--- src/rtl/pe_mac_cell.sv ---
// Processing element for a systolic array: multiply-accumulate cell that can
// run output-stationary (accumulate locally, then drain) or weight-stationary
// (hold a weight, add a*weight to the partial sum flowing down the column).
// Operands are forwarded east/south with one cycle of latency in every state.
module pe_mac_cell #(
    parameter int DATA_W = 8,
    parameter int ACC_W  = 24,
    parameter int SIGNED = 1,
    parameter int SAT    = 1
) (
    input  logic              clk,
    input  logic              rst,
    input  logic              mode,
    input  logic [DATA_W-1:0] a_in,
    input  logic              a_vld_in,
    input  logic [DATA_W-1:0] b_in,
    input  logic              b_vld_in,
    input  logic              w_load,
    input  logic [ACC_W-1:0]  psum_in,
    input  logic              psum_vld_in,
    input  logic              drain,
    output logic [DATA_W-1:0] a_out,
    output logic              a_vld_out,
    output logic [DATA_W-1:0] b_out,
    output logic              b_vld_out,
    output logic [ACC_W-1:0]  psum_out,
    output logic              psum_vld_out,
    output logic [ACC_W-1:0]  acc,
    output logic [31:0]       mac_count,
    output logic              ovf,
    output logic              busy
);

    typedef enum logic [1:0] {
        IDLE   = 2'd0,
        OS_RUN = 2'd1,
        WS_RUN = 2'd2,
        DRAIN  = 2'd3
    } state_t;

    typedef struct packed {
        logic             ovf;
        logic [ACC_W-1:0] val;
    } add_t;

    state_t            state;
    state_t            state_nxt;
    state_t            eff_state;   // state whose rules apply to this cycle's inputs
    logic              quiet;
    logic              quiet_q;     // previous WS_RUN cycle was also quiet
    logic [DATA_W-1:0] weight;
    logic [DATA_W-1:0] mul_b;
    logic [ACC_W-1:0]  add_base;
    logic [ACC_W-1:0]  prod_ext;
    add_t              add_r;

    // Full-width product, sign- or zero-extended to the accumulator width.
    function automatic logic [ACC_W-1:0] ext_product(input logic [DATA_W-1:0] x,
                                                     input logic [DATA_W-1:0] y);
        logic signed [2*DATA_W-1:0] sp;
        logic        [2*DATA_W-1:0] up;
        sp = (2*DATA_W)'($signed(x)) * (2*DATA_W)'($signed(y));
        up = (2*DATA_W)'(x) * (2*DATA_W)'(y);
        if (SIGNED != 0) ext_product = ACC_W'(sp);
        else             ext_product = ACC_W'(up);
    endfunction

    // Add with one guard bit; on overflow either clamp or keep the wrapped value.
    function automatic add_t add_clamp(input logic [ACC_W-1:0] x,
                                       input logic [ACC_W-1:0] y);
        logic [ACC_W:0]   ext_sum;
        logic [ACC_W-1:0] max_v;
        logic [ACC_W-1:0] min_v;
        add_t             r;
        if (SIGNED != 0) begin
            ext_sum = {x[ACC_W-1], x} + {y[ACC_W-1], y};
            r.ovf   = ext_sum[ACC_W] ^ ext_sum[ACC_W-1];
            max_v   = {1'b0, {(ACC_W-1){1'b1}}};
            min_v   = {1'b1, {(ACC_W-1){1'b0}}};
        end else begin
            ext_sum = {1'b0, x} + {1'b0, y};
            r.ovf   = ext_sum[ACC_W];
            max_v   = '1;
            min_v   = '0;
        end
        r.val = ext_sum[ACC_W-1:0];
        // Signed: guard bit set means the true sum is negative. Unsigned can only overflow upward.
        if (r.ovf && SAT != 0)
            r.val = (SIGNED != 0 && ext_sum[ACC_W]) ? min_v : max_v;
        return r;
    endfunction

    assign busy = (state != IDLE);

    // Effective state: an IDLE cycle with valid input is handled as the run state it enters.
    always_comb begin
        // NOTE: every variable written here gets a default first, so no path can infer a latch.
        eff_state = state;
        if (state == IDLE && (a_vld_in || b_vld_in || w_load))
            eff_state = mode ? WS_RUN : OS_RUN;
    end

    // Next-state logic; drain is only honoured once the cell is already in OS_RUN.
    always_comb begin
        state_nxt = eff_state;
        quiet     = !(a_vld_in || b_vld_in || w_load || psum_vld_in);
        case (eff_state)
            IDLE:    state_nxt = IDLE;
            OS_RUN:  if (drain && state == OS_RUN) state_nxt = DRAIN;
            WS_RUN:  if (quiet && quiet_q) state_nxt = IDLE;
            DRAIN:   state_nxt = IDLE;
            default: state_nxt = IDLE;
        endcase
    end

    // Shared multiplier/adder: WS adds a*weight to the incoming psum, OS adds a*b to acc.
    always_comb begin
        mul_b    = (eff_state == WS_RUN) ? weight : b_in;
        add_base = (eff_state == WS_RUN) ? (psum_vld_in ? psum_in : '0) : acc;
        prod_ext = ext_product(a_in, mul_b);
        add_r    = add_clamp(add_base, prod_ext);
    end

    // State register and the WS_RUN quiet-cycle tracker.
    always_ff @(posedge clk) begin
        // NOTE: sequential state uses non-blocking assignment so all registers update together.
        if (rst) begin
            state   <= IDLE;
            quiet_q <= 1'b0;
        end else begin
            state   <= state_nxt;
            quiet_q <= (eff_state == WS_RUN) && quiet && !quiet_q;
        end
    end

    // Datapath: forwarding, accumulate, weight capture, partial-sum output and drain.
    always_ff @(posedge clk) begin
        if (rst) begin
            a_out        <= '0;
            a_vld_out    <= 1'b0;
            b_out        <= '0;
            b_vld_out    <= 1'b0;
            psum_out     <= '0;
            psum_vld_out <= 1'b0;
            acc          <= '0;
            weight       <= '0;
            mac_count    <= '0;
            ovf          <= 1'b0;
        end else begin
            a_out     <= a_in;
            a_vld_out <= a_vld_in;
            b_out     <= b_in;
            b_vld_out <= b_vld_in;
            case (eff_state)
                IDLE: psum_vld_out <= 1'b0;
                OS_RUN: begin
                    psum_out     <= psum_in;
                    psum_vld_out <= psum_vld_in;
                    if (a_vld_in && b_vld_in) begin
                        acc       <= add_r.val;
                        mac_count <= mac_count + 32'd1;
                        if (add_r.ovf) ovf <= 1'b1;
                    end
                end
                WS_RUN: begin
                    if (w_load) begin
                        weight       <= b_in;
                        psum_vld_out <= 1'b0;
                    end else if (a_vld_in) begin
                        psum_out     <= add_r.val;
                        psum_vld_out <= 1'b1;
                        acc          <= add_r.val;
                        mac_count    <= mac_count + 32'd1;
                        if (add_r.ovf) ovf <= 1'b1;
                    end else begin
                        psum_vld_out <= 1'b0;
                    end
                end
                DRAIN: begin
                    // An upstream psum arriving while we unload has nowhere to go: flag it.
                    psum_out     <= acc;
                    psum_vld_out <= 1'b1;
                    acc          <= '0;
                    if (psum_vld_in) ovf <= 1'b1;
                end
                default: psum_vld_out <= 1'b0;
            endcase
        end
    end

endmodule

--- config.mk ---
export PLATFORM = sky130hd
export DESIGN_NAME = pe_mac_cell
export DESIGN_NICKNAME = d
export VERILOG_FILES = /design/src/rtl/pe_mac_cell.sv
export SDC_FILE = /design/constraint.sdc
export NUM_CORES = 1
export LEC_CHECK = 0
export CORE_MARGIN = 1
export CORE_UTILIZATION = 60
export CTS_CLUSTER_DIAMETER = 40
export DETAILED_ROUTE_END_ITERATION = 16
export PLACE_DENSITY_LB_ADDON = 0.2
export SETUP_SLACK_MARGIN = 0.2
export SYNTH_ARGS = -nofsm -noshare
export SYNTH_HDL_FRONTEND = slang
export SYNTH_SLANG_ARGS = --single-unit
--- constraint.sdc ---
create_clock -name clk -period 15.5 [get_ports clk]
set_clock_uncertainty 0.15 [all_clocks]
set_input_delay 3.1 -clock clk [delete_from_list [all_inputs] [get_ports clk]]
set_output_delay 3.1 -clock clk [all_outputs]
set_load 0.01 [all_outputs]
==> Word-level counts from Yosys, hierarchy flattened <==
Index checks and enable logic that the tools add are counted.
{ "totals": {"ff_bits": 111, "in_bits": 48, "out_inout_bits": 101, "word_cells": 74} }
{ "op_classes": {"n_addsub": 2, "n_mul": 1, "eq_ne": 8, "mux": 28, "n_bitwise": 1, "n_reduce_logical": 22} }
{ "ops": {"columns": ["cell", "n"], "rows": [
  ["$mux W24", 7],
  ["$pmux W24 S3", 2],
  ["$mux W32", 3],
  ["$pmux W32 S2", 1],
  ["$add A32 B1 Y32 const B", 1],
  ["$add A24 B16 Y25", 1],
  ["$mul A8 B8 Y16", 1],
  ["$mux W2", 4],
  ["$mux W8", 1],
  ["$ne A2 B2 Y1 const B", 4],
  ["$reduce_and A4 Y1", 2],
  ["$mux W1", 7],
  ["$logic_and A1 B1 Y1", 6],
  ["$pmux W2 S3", 1],
  ["$reduce_and A5 Y1", 1],
  ["$eq A2 B1 Y1 const B", 2],
  ["$eq A2 B2 Y1 const B", 2],
  ["$logic_not A2 Y1", 2],
  ["$pmux W1 S4", 1],
  ["$reduce_bool A2 Y1", 2],
  ["$logic_or A1 B1 Y1", 3],
  ["$pmux W1 S3", 1],
  ["$reduce_and A3 Y1", 1],
  ["$reduce_bool A3 Y1", 1],
  ["other kinds (4)", 5]
]} }

==> Logic depth before layout (Yosys ltp) <==
Gate-level depths: netlist of run 1.
{ "logic_depth": {"word_depth": 13, "mapped_depth": 29, "depth_no_buf": 26} }

==> Worst setup path after synthesis of run 1 <==
Ideal clock, no wire load.
{ "synth_timing": {"kind": "input to register", "start": "input w_load", "end": "register acc[14]", "setup_time_ns": 0.128, "arrival_ns": 10.022, "t_required_ns": 15.222, "setup_slack_ns": 5.200, "stages": 26, "n_path_buf": 1, "cell_sequence": "nor2_1 nand2_1 a21oi_1 or2_2 buf_2 mux2i_1 nand2b_1 inv_1 fa_1 inv_1 fa_1 inv_1 fa_1 inv_1 fa_1 inv_1 ha_1 ha_1 a21o_1 a21o_1 a221oi_1 o31ai_4 xor2_2 maj3_1 a22oi_1 nor2_1"} }
{ "synth_between": {"elab_chain_cells": 12, "elab_cells_between_ends": 22, "cone_classes": "add/sub (1); mul (1); eq/ne (6); mux (9); bitwise (1); reduce/logical (4)"} }
{ "synth_rtl": {"columns": ["element", "line", "text"], "rows": [
  ["start: declaration", "18", "input logic w_load,"],
  ["$logic_or A1 B1 Y1", "99", "if (state == IDLE && (a_vld_in || b_vld_in || w_load))"],
  ["$logic_and A1 B1 Y1", "99", null],
  ["$mux W2", "99", null],
  ["$eq A2 B2 Y1", "118, 119, 154", null],
  ["$mux W8", "118", "mul_b = (eff_state == WS_RUN) ? weight : b_in;"],
  ["$mul A8 B8 Y16", "62", "sp = (2*DATA_W)'($signed(x)) * (2*DATA_W)'($signed(y));"],
  ["$add A24 B16 Y25", "76", "ext_sum = {x[ACC_W-1], x} + {y[ACC_W-1], y};"],
  ["$mux W24 / $xor A1 B1 Y1 (equally long branches)", "89, 77", null],
  ["$mux W24", "88", "if (r.ovf && SAT != 0)"],
  ["$mux W24", "169", "end else if (a_vld_in) begin"],
  ["$mux W24", "166", "if (w_load) begin"],
  ["$pmux W24 S3", "154", "case (eff_state)"],
  ["end signal: assignment", "160", "acc <= add_r.val;"],
  ["end signal: assignment", "172", "acc <= add_r.val;"],
  ["end: declaration", "28", "output logic [ACC_W-1:0] acc,"]
]} }
Parallel ways exist; a longest one is shown, timed or not. The select of a mux whose other input is x is not followed.
A chain may end at the register's enable or synchronous reset.

==> Worst setup path after layout of run 1 <==
{ "layout_timing": {"start": "input w_load", "end": "register psum_out[20]"} }
{ "layout_between": {"elab_chain_cells": 12, "elab_cells_between_ends": 20, "cone_classes": "add/sub (1); mul (1); eq/ne (5); mux (8); bitwise (1); reduce/logical (4)"} }
{ "layout_rtl": {"columns": ["element", "line", "text"], "rows": [
  ["$logic_or A1 B1 Y1", "99", null],
  ["$logic_and A1 B1 Y1", "99", null],
  ["$mux W2", "99", null],
  ["$eq A2 B2 Y1", "118, 119, 154", null],
  ["$mux W8", "118", null],
  ["$mul A8 B8 Y16", "62", null],
  ["$add A24 B16 Y25", "76", null],
  ["$mux W24 / $xor A1 B1 Y1 (equally long branches)", "89, 77", null],
  ["$mux W24", "88", null],
  ["$mux W24", "169", null],
  ["$mux W24", "166", null],
  ["$pmux W24 S3", "154", null],
  ["end signal: assignment", "157", "psum_out <= psum_in;"],
  ["end signal: assignment", "170", "psum_out <= add_r.val;"],
  ["end: declaration", "26", "output logic [ACC_W-1:0] psum_out,"]
]} }
Parallel ways exist; a longest one is shown, timed or not. The select of a mux whose other input is x is not followed.

==> flow_summary.json, run 1 <==
{
  "status": "completed",
  "antenna_found_initial": 0,
  "clk_pin_slew_worst_paths_ps": 80,
  "synthTopCellsByArea": "dfxtp_1, fa_1, ha_1",
  "std_cell_rows": 45,
  "rsz0062_at_grt": "false",
  "cts-resized-gates": 0,
  "endpoint_kind": "flop",
  "cts_made_buffers": 9,
  "path_max_fanout": 35,
  "clock_sinks": 111,
  "chipWidth_microns": 126.8,
  "portBuffers": 148,
  "holdBufCountCts": 0,
  "postRouteAntennaNets": 0,
  "synth-edff-count": 0,
  "whs_path_depth": 1,
  "viasPerCell": 5.857,
  "tightest_slew_ps": 1205,
  "start_util_pct": 61.50,
  "timing.final.max_slew_violations": 0,
  "core_area_sq_um": 15200,
  "diodes": 0,
  "ys_ff_latch": 111,
  "htreeDepth": 3,
  "syn2layout_area_growth_pct": 20.40,
  "synth.most_common_cell": "dfxtp_1",
  "drive_above_1_share_pct": 4.188,
  "die-area_sq_um": 16080,
  "async_flop_share_pct": 0,
  "drc_errors": 0,
  "netlist_instances": 1044,
  "fmax_ghz": 0.07880,
  "ys.warnings.count": 0,
  "grt_pass1_wl_microns": 39560,
  "fin_setup_tns_ps": 0,
  "cp-start-kind": "input pin",
  "grt_max_degree": 57,
  "fin_crit_sh_pct": 81.88,
  "arrival_ps": 12810,
  "drt-met1-wl_microns": 9801,
  "wire_per_inst_microns": 17.55,
  "cts_setup_buffers": 0,
  "dr_wl_met3_microns": 1461,
  "synth_cell_types": 64,
  "crit_type": "input pin to flop",
  "netlist_top_cells_count": "dfxtp_1, inv_1, fa_1",
  "min_period_ps": 12690,
  "die_h_microns": 126.8,
  "cts_buffer_depth": 2,
  "drtPass1Iterations": 5,
  "synth_area_per_cell_sq_um": 8.955,
  "via_count": 7954,
  "io_pins": 149,
  "routed.top_layer": "met4",
  "synth_fp_nets": 1257,
  "grt_usage_pct": 31.24,
  "finalNetCount": 1378,
  "hpwl_microns": 18040,
  "wirelength_microns": 23840,
  "tritoncts": "built",
  "hold_violations": 0,
  "clock_latency_ps": 370,
  "dr_wl_met2_microns": 11770,
  "synth_ff_type": "dfxtp_1",
  "cts_root_buf": "clkbuf_16",
  "drtIter0Drc": 528,
  "ys_seq_area_share_pct": 23.77,
  "overflow": 0,
  "synth_area_sq_um": 9349,
  "cp.required_ps": 15620,
  "cap_violations": 0,
  "yosys.area.top_type_share_pct": 23.77,
  "r2r_cells": 25,
  "relSlewSlack_pct": 19.58,
  "yosysTopAreaCell": "dfxtp_1",
  "gp_congestion": 0.9139,
  "min_path_type": "flop to flop",
  "grt_pass1_vias": 7891,
  "setup_viol": 0
}
[layout by cell type, fill, tap and decap left out, drive strengths merged, types with 23 or more instances in the layout]
cell             n
inv            112
clkdlybuf4s50  147
nand3           25
a21oi           64
xnor2           24
dfxtp          111
nor2            98
ha              57
xor2            23
and3            33
fa             108
o21ai           42
nand2           87
nor2b           37
[cells by family after synthesis]
kind of cell             share of synthesized area [%]
flip-flops                                       23.77
buffers and inverters                            6.504
AND/OR/NAND/NOR                                  18.44
adder cells (fa/ha/maj)                          31.61
AO/OA/AOI/OAI                                    14.31
multiplexers                                    0.6424
XOR/XNOR                                         4.724
[critical path: stages]
cell and delay [ps]:
clkdlybuf4s50_1 670, nor2_1 420, nand2_1 200, a21oi_2 150
buf_4 330, or2_2 690, mux2i_1 660, nand2b_1 310
inv_1 80, fa_1 540, inv_1 150, fa_1 680
inv_1 290, fa_1 610, inv_1 60, fa_1 530
inv_1 50, ha_1 280, ha_1 370, a21o_1 180
a21o_1 170, a221oi_1 440, o31ai_4 180, xnor2_2 230
nor2_2 960, o21ai_1 160, a211oi_1 280
[layer usage]
metal | up-vias | GRT usage [%]
li1 | 3754 | -
met1 | 3856 | 39.41
met2 | 293 | 53.88
met3 | 51 | 5.061
met4 | 0 | 11.97
met5 | - | 0
[registers in the layout (all words and copies together), names as in the netlist, 2 cells and up]
| signal | cells |
|---|---|
| psum_out | 24 |
| acc | 24 |
| state | 2 |
| b_out | 8 |
| mac_count | 32 |
| a_out | 8 |
| weight | 8 |
[layout make-up]
type                    count  area, sq um
clock buffers              10        239.0
well taps                 188        235.2
repair buffers            157         1544
inverters                 109        409.1
fillers                  1125         3946
clock inverters             6        62.56
multi-input cells         777         6544
flip-flops and latches    111         2222
[path summary, 6_finish.rpt]
check                           startpoint           end  slack, ps
worst max-delay path                w_load  psum_out[20]       2810
worst min-delay path               quiet_q       quiet_q        270
worst max register to register    state[0]  psum_out[20]       6080
worst min register to register     quiet_q       quiet_q        270
[metrics by stage]
step           cell area [sq um]  setup WS [ps]  hold WS, ps  utilization [%]  instances
2_1_floorplan               9349           5200        251.1                -       1044
3_3_place_gp               10950           2821        259.2            72.06       1342
3_5_place_dp               10950           2578        265.6            72.06       1342
4_1_cts                    11260           2855        276.8            74.04       1358
5_1_grt                    11260           2146        301.1            74.04       1358
6_report                   11260           2809        274.5            74.04       1358
Power of run 1 is not shown: default switching activity piles up to over one toggle a cycle in this logic, so the estimate is an artifact.
==> inputs of run 2 (changes only) <==
--- a/config.mk
+++ b/config.mk
@@ -6,7 +6,7 @@
 export NUM_CORES = 1
 export LEC_CHECK = 0
 export CORE_MARGIN = 1
-export CORE_UTILIZATION = 60
+export CORE_UTILIZATION = 55
 export CTS_CLUSTER_DIAMETER = 40
 export DETAILED_ROUTE_END_ITERATION = 16
 export PLACE_DENSITY_LB_ADDON = 0.2
==> constraint.sdc (replaced) <==
create_clock -name clk -period 12.1 [get_ports clk]
set_clock_uncertainty 0.15 [all_clocks]
set_input_delay 2.42 -clock clk [delete_from_list [all_inputs] [get_ports clk]]
set_output_delay 2.42 -clock clk [all_outputs]
set_load 0.01 [all_outputs]
==> run 2 against run 1 <==
  * Global-route usage down 2.0 points
  * Clock-buffer cell count unchanged
  * Critical endpoint is now acc[8]
  * Cell count up 2.7%
  * Utilization down 5.8 points
  * First-iteration DRC count up 23%
  * Register-to-register slack worse by 2000 ps
  * Critical path depth up 1
==> flow_summary.json, run 2 (synthesized netlist as in run 1, its figures left out) <==
{
  "cts_buffer_depth": 2,
  "setup_viol": 0,
  "cap_violations": 0,
  "max_flop_register": "mac_count",
  "tightest_slew_ps": 1102,
  "grt_usage_pct": 29.20,
  "chipWidth_microns": 132.4,
  "holdBufCountCts": 0,
  "relSlewSlack_pct": 26.54,
  "endpoint_kind": "flop",
  "postRouteAntennaNets": 0,
  "tritoncts": "built",
  "drtPass1Iterations": 7,
  "min_period_ps": 10570,
  "syn2layout_area_growth_pct": 21.09,
  "fin_crit_sh_pct": 87.32,
  "clk_pin_slew_worst_paths_ps": 80,
  "finalNetCount": 1382,
  "critPathBufInv": 7,
  "reg.largest.list": "mac_count: 32 flops, acc: 24 flops, psum_out: 24 flops",
  "diodes": 0,
  "largest_reg_flops": 32,
  "io_pins": 149,
  "antenna_found_initial": 0,
  "timing.final.max_slew_violations": 0,
  "rsz0062_at_grt": "false",
  "drc_errors": 0,
  "core_area_sq_um": 16580,
  "cp.required_ps": 12180,
  "cp-start-kind": "input pin",
  "cts_root_buf": "clkbuf_16",
  "crit_type": "input pin to flop",
  "cp_slowest_cell": "fa_1",
  "min_path_type": "flop to flop",
  "cts-resized-gates": 0,
  "fmax_ghz": 0.09465,
  "via_count": 7954,
  "grt_pass1_vias": 7948,
  "die_h_microns": 132.4,
  "grt_pass1_wl_microns": 40340,
  "gp_congestion": 0.9221,
  "start_util_pct": 56.38,
  "wirelength_microns": 24480,
  "portBuffers": 148,
  "htreeDepth": 3,
  "slowest_delay_ps": 700,
  "overflow": 0,
  "drive_above_1_share_pct": 4.429,
  "final_common_cell": "clkdlybuf4s50_1",
  "path_max_fanout": 27,
  "cts_made_buffers": 9,
  "wire_per_inst_microns": 17.56,
  "grt_max_degree": 81,
  "std_cell_rows": 47,
  "viasPerCell": 5.706,
  "hold_violations": 0,
  "arrival_ps": 10650,
  "mostFrequentLayoutCells": "clkdlybuf4s50_1, dfxtp_1, inv_1, fa_1, nor2_1",
  "cpLargestDelayFamily": "adder cells",
  "fin_setup_tns_ps": 0,
  "hpwl_microns": 18950,
  "status": "completed",
  "clock_latency_ps": 370,
  "die-area_sq_um": 17520,
  "clock_sinks": 111,
  "drtIter0Drc": 648,
  "cts_setup_buffers": 0
}
## run 2: changes by cell type in the layout (fill, tap and decap cells not counted), sizes merged
cell    previous run  this run
buf               10        14
clkinv             3         5
inv              112       110
## run 2: final cells by class
class / instances / area [sq um]
clock buffer: 10 / 229.0
sequential: 111 / 2222
inverter: 109 / 409.1
fill: 1421 / 5263
timing repair buffer: 161 / 1574
multi-input combinational: 777 / 6544
tap: 220 / 275.3
clock inverter: 6 / 67.56
## run 2: final timing paths
kind,startpoint,endpoint,slack [ps],depth (start not counted)
max,w_load,acc[8],1530,28
min,quiet_q,quiet_q,280,1
max reg2reg,state[0],acc[8],4080,23
min reg2reg,quiet_q,quiet_q,280,1
## run 2: worst register-to-register path: stages (launching register included)
cell and delay [ps]:
dfxtp_1 430, nor2b_1 340, a21oi_2 100, or2_2 400, mux2i_1 640, nor2b_1 260
ha_1 400, inv_1 80, fa_1 730, inv_1 290, fa_1 610, inv_1 70
fa_1 540, inv_1 40, ha_1 290, ha_1 370, a21o_1 180, a21o_1 180
a221oi_1 480, o31ai_4 190, xnor2_2 370, nand2_2 230, nand2_1 380, o21ai_0 160
## run 2: routing by layer
layer / wire length [microns] / up-vias / track usage [%]
met5: 0 / - / 0
met2: 11710 / 306 / 48.51
met4: 642 / 0 / 10.09
li1: - / 3755 / -
met3: 1619 / 40 / 4.767
met1: 10510 / 3853 / 38.66
## run 2: stage by stage
stage	util (%)	std cells	area (sq um)	hold slack, ps	setup slack [ps]
after floorplan	-	1044	9349	251.1	2480
after global placement	66.48	1378	11020	257.9	1471
after detailed placement	66.48	1378	11020	265.4	1270
after CTS	68.27	1394	11320	276.3	1585
after global routing	68.27	1394	11320	304.6	979.9
final	68.27	1394	11320	275.8	1534
Power of run 2 is left out for the same reason.
==> inputs of run 3 (changes only) <==
--- a/config.mk
+++ b/config.mk
@@ -9,7 +9,7 @@
 export CORE_UTILIZATION = 55
 export CTS_CLUSTER_DIAMETER = 40
 export DETAILED_ROUTE_END_ITERATION = 16
-export PLACE_DENSITY_LB_ADDON = 0.2
+export PLACE_DENSITY = 0.93
 export SETUP_SLACK_MARGIN = 0.2
 export SYNTH_ARGS = -nofsm -noshare
 export SYNTH_HDL_FRONTEND = slang
==> constraint.sdc (replaced) <==
create_clock -name clk -period 12.1 [get_ports clk]
set_clock_uncertainty 0.15 [all_clocks]
set_input_delay 1.815 -clock clk [delete_from_list [all_inputs] [get_ports clk]]
set_output_delay 1.815 -clock clk [all_outputs]
set_load 0.01 [all_outputs]
==> run 3 against run 2 <==
  * Sequential share of layout area about the same
  * Highest routed layer unchanged
  * Cell count is essentially flat
  * Critical path depth is 1 lower
  * Via count increased by 5.1%
  * First-iteration DRC count rose by 27%
  * Final area up 0.23%
  * Wire length is 5.8% higher
  * Register-to-register slack worse by 580 ps
  * Hold slack improved by 4.3 ps
  * Die area stayed put
==> flow_summary.json, run 3 (synthesized netlist as in run 1, its figures left out) <==
{
  "syn2layout_area_growth_pct": 21.37,
  "std_cell_rows": 47,
  "r2r_cells": 25,
  "chipWidth_microns": 132.4,
  "path_max_fanout": 17,
  "postRouteAntennaNets": 0,
  "grt_max_degree": 69,
  "timing.final.max_slew_violations": 0,
  "hold_violations": 0,
  "wirelength_microns": 25900,
  "max_flop_register": "mac_count",
  "fill_cells": 1270,
  "io_pins": 149,
  "tritoncts": "built",
  "via_count": 8356,
  "hpwl_microns": 19460,
  "clock_sinks": 111,
  "cts-resized-gates": 0,
  "diodes": 0,
  "core_area_sq_um": 16580,
  "die_h_microns": 132.4,
  "drtIter0Drc": 826,
  "antenna_found_initial": 0,
  "gp_congestion": 0.9048,
  "cts_buffer_depth": 2,
  "relSlewSlack_pct": 29.93,
  "cts_made_buffers": 9,
  "setup_viol": 0,
  "whs_path_depth": 1,
  "overflow": 0,
  "grt_usage_pct": 30.69,
  "tightest_slew_ps": 1051,
  "fin_crit_sh_pct": 86.57,
  "cap_violations": 0,
  "rsz0062_at_grt": "false",
  "crit_type": "input pin to flop",
  "grt_pass1_vias": 8483,
  "min_period_ps": 10480,
  "holdBufCountCts": 0,
  "final_common_cell": "clkdlybuf4s50_1",
  "die-area_sq_um": 17520,
  "cts_root_buf": "clkbuf_16",
  "start_util_pct": 56.38,
  "finalNetCount": 1381,
  "wire_per_inst_microns": 18.59,
  "endpoint_kind": "flop",
  "cts_setup_buffers": 0,
  "mostFrequentLayoutCells": "clkdlybuf4s50_1, dfxtp_1, inv_1, fa_1, nor2_1",
  "drc_errors": 0,
  "htreeDepth": 3,
  "clk_pin_slew_worst_paths_ps": 80,
  "cp.required_ps": 12220,
  "viasPerCell": 5.999,
  "min_path_type": "flop to flop",
  "status": "completed",
  "cp-start-kind": "input pin",
  "fmax_ghz": 0.09546,
  "reg.largest.list": "mac_count: 32 flops, acc: 24 flops, psum_out: 24 flops",
  "drtPass1Iterations": 6,
  "clock_latency_ps": 370,
  "drive_above_1_share_pct": 4.433,
  "largest_reg_flops": 32,
  "grt_pass1_wl_microns": 42770,
  "arrival_ps": 10600,
  "fin_setup_tns_ps": 0,
  "portBuffers": 148
}
[run 3: cell count changes in the layout (fill, tap and decap cells not counted)]
| cell | before | now |
|---|---|---|
| clkbuf_1 | 1 | 0 |
| o31ai_2 | 0 | 1 |
| bufinv_16 | 0 | 2 |
| inv_8 | 0 | 1 |
| buf_4 | 13 | 12 |
| clkinv_8 | 2 | 1 |
| o31ai_4 | 2 | 1 |
| clkinv_4 | 3 | 2 |
[run 3: critical path, cell delays in order]
cell	delay [ps]
clkdlybuf4s50_1	660
nor2_1	370
nand2_1	180
a21oi_2	170
or2_2	300
mux2i_1	600
nand2b_1	290
inv_1	90
fa_1	570
inv_1	160
fa_1	680
inv_1	310
fa_1	610
inv_1	60
fa_1	530
inv_1	40
ha_1	290
ha_1	380
a21o_1	190
a21o_1	180
a221oi_1	490
o31ai_4	190
xnor2_2	240
nor2_2	520
buf_4	330
o21ai_1	100
a211oi_1	260
[run 3: routing by layer]
metal / vias up / routed length, microns / track usage [%]
li1: 3754 / - / -
met1: 4051 / 9921 / 37.19
met2: 458 / 12920 / 52.92
met3: 93 / 1902 / 5.421
met4: 0 / 1155 / 14.50
met5: - / 0 / 0
[run 3: per-stage QoR]
stage / setup WS, ps / hold WS [ps] / instances / cell area, sq um / utilization [%]
after floorplan: 3085 / 251.1 / 1044 / 9349 / -
after global placement: 1765 / 262.2 / 1377 / 11010 / 66.38
after detailed placement: 1378 / 269.3 / 1377 / 11010 / 66.38
after CTS: 1759 / 280.9 / 1393 / 11350 / 68.42
after global routing: 926.1 / 312.8 / 1393 / 11350 / 68.42
final: 1625 / 280.1 / 1393 / 11350 / 68.42
[run 3: worst paths after layout]
path	startpoint	endpoint	slack [ps]
worst min register to register	quiet_q	quiet_q	280
worst max register to register	state[0]	psum_out[10]	3500
worst max-delay path	w_load	psum_out[10]	1620
worst min-delay path	quiet_q	quiet_q	280
[run 3: layout make-up]
cell class / instances / area (sq um) / area share [%]
multi-input cells: 777 / 6535 / 57.59
flip-flops and latches: 111 / 2222 / 19.58
repair buffers: 160 / 1567 / 13.81
inverters: 109 / 409.1 / 3.606
well taps: 220 / 275.3 / 2.426
clock buffers: 9 / 225.2 / 1.985
clock inverters: 7 / 113.9 / 1.003
Power of run 3 is left out for the same reason.
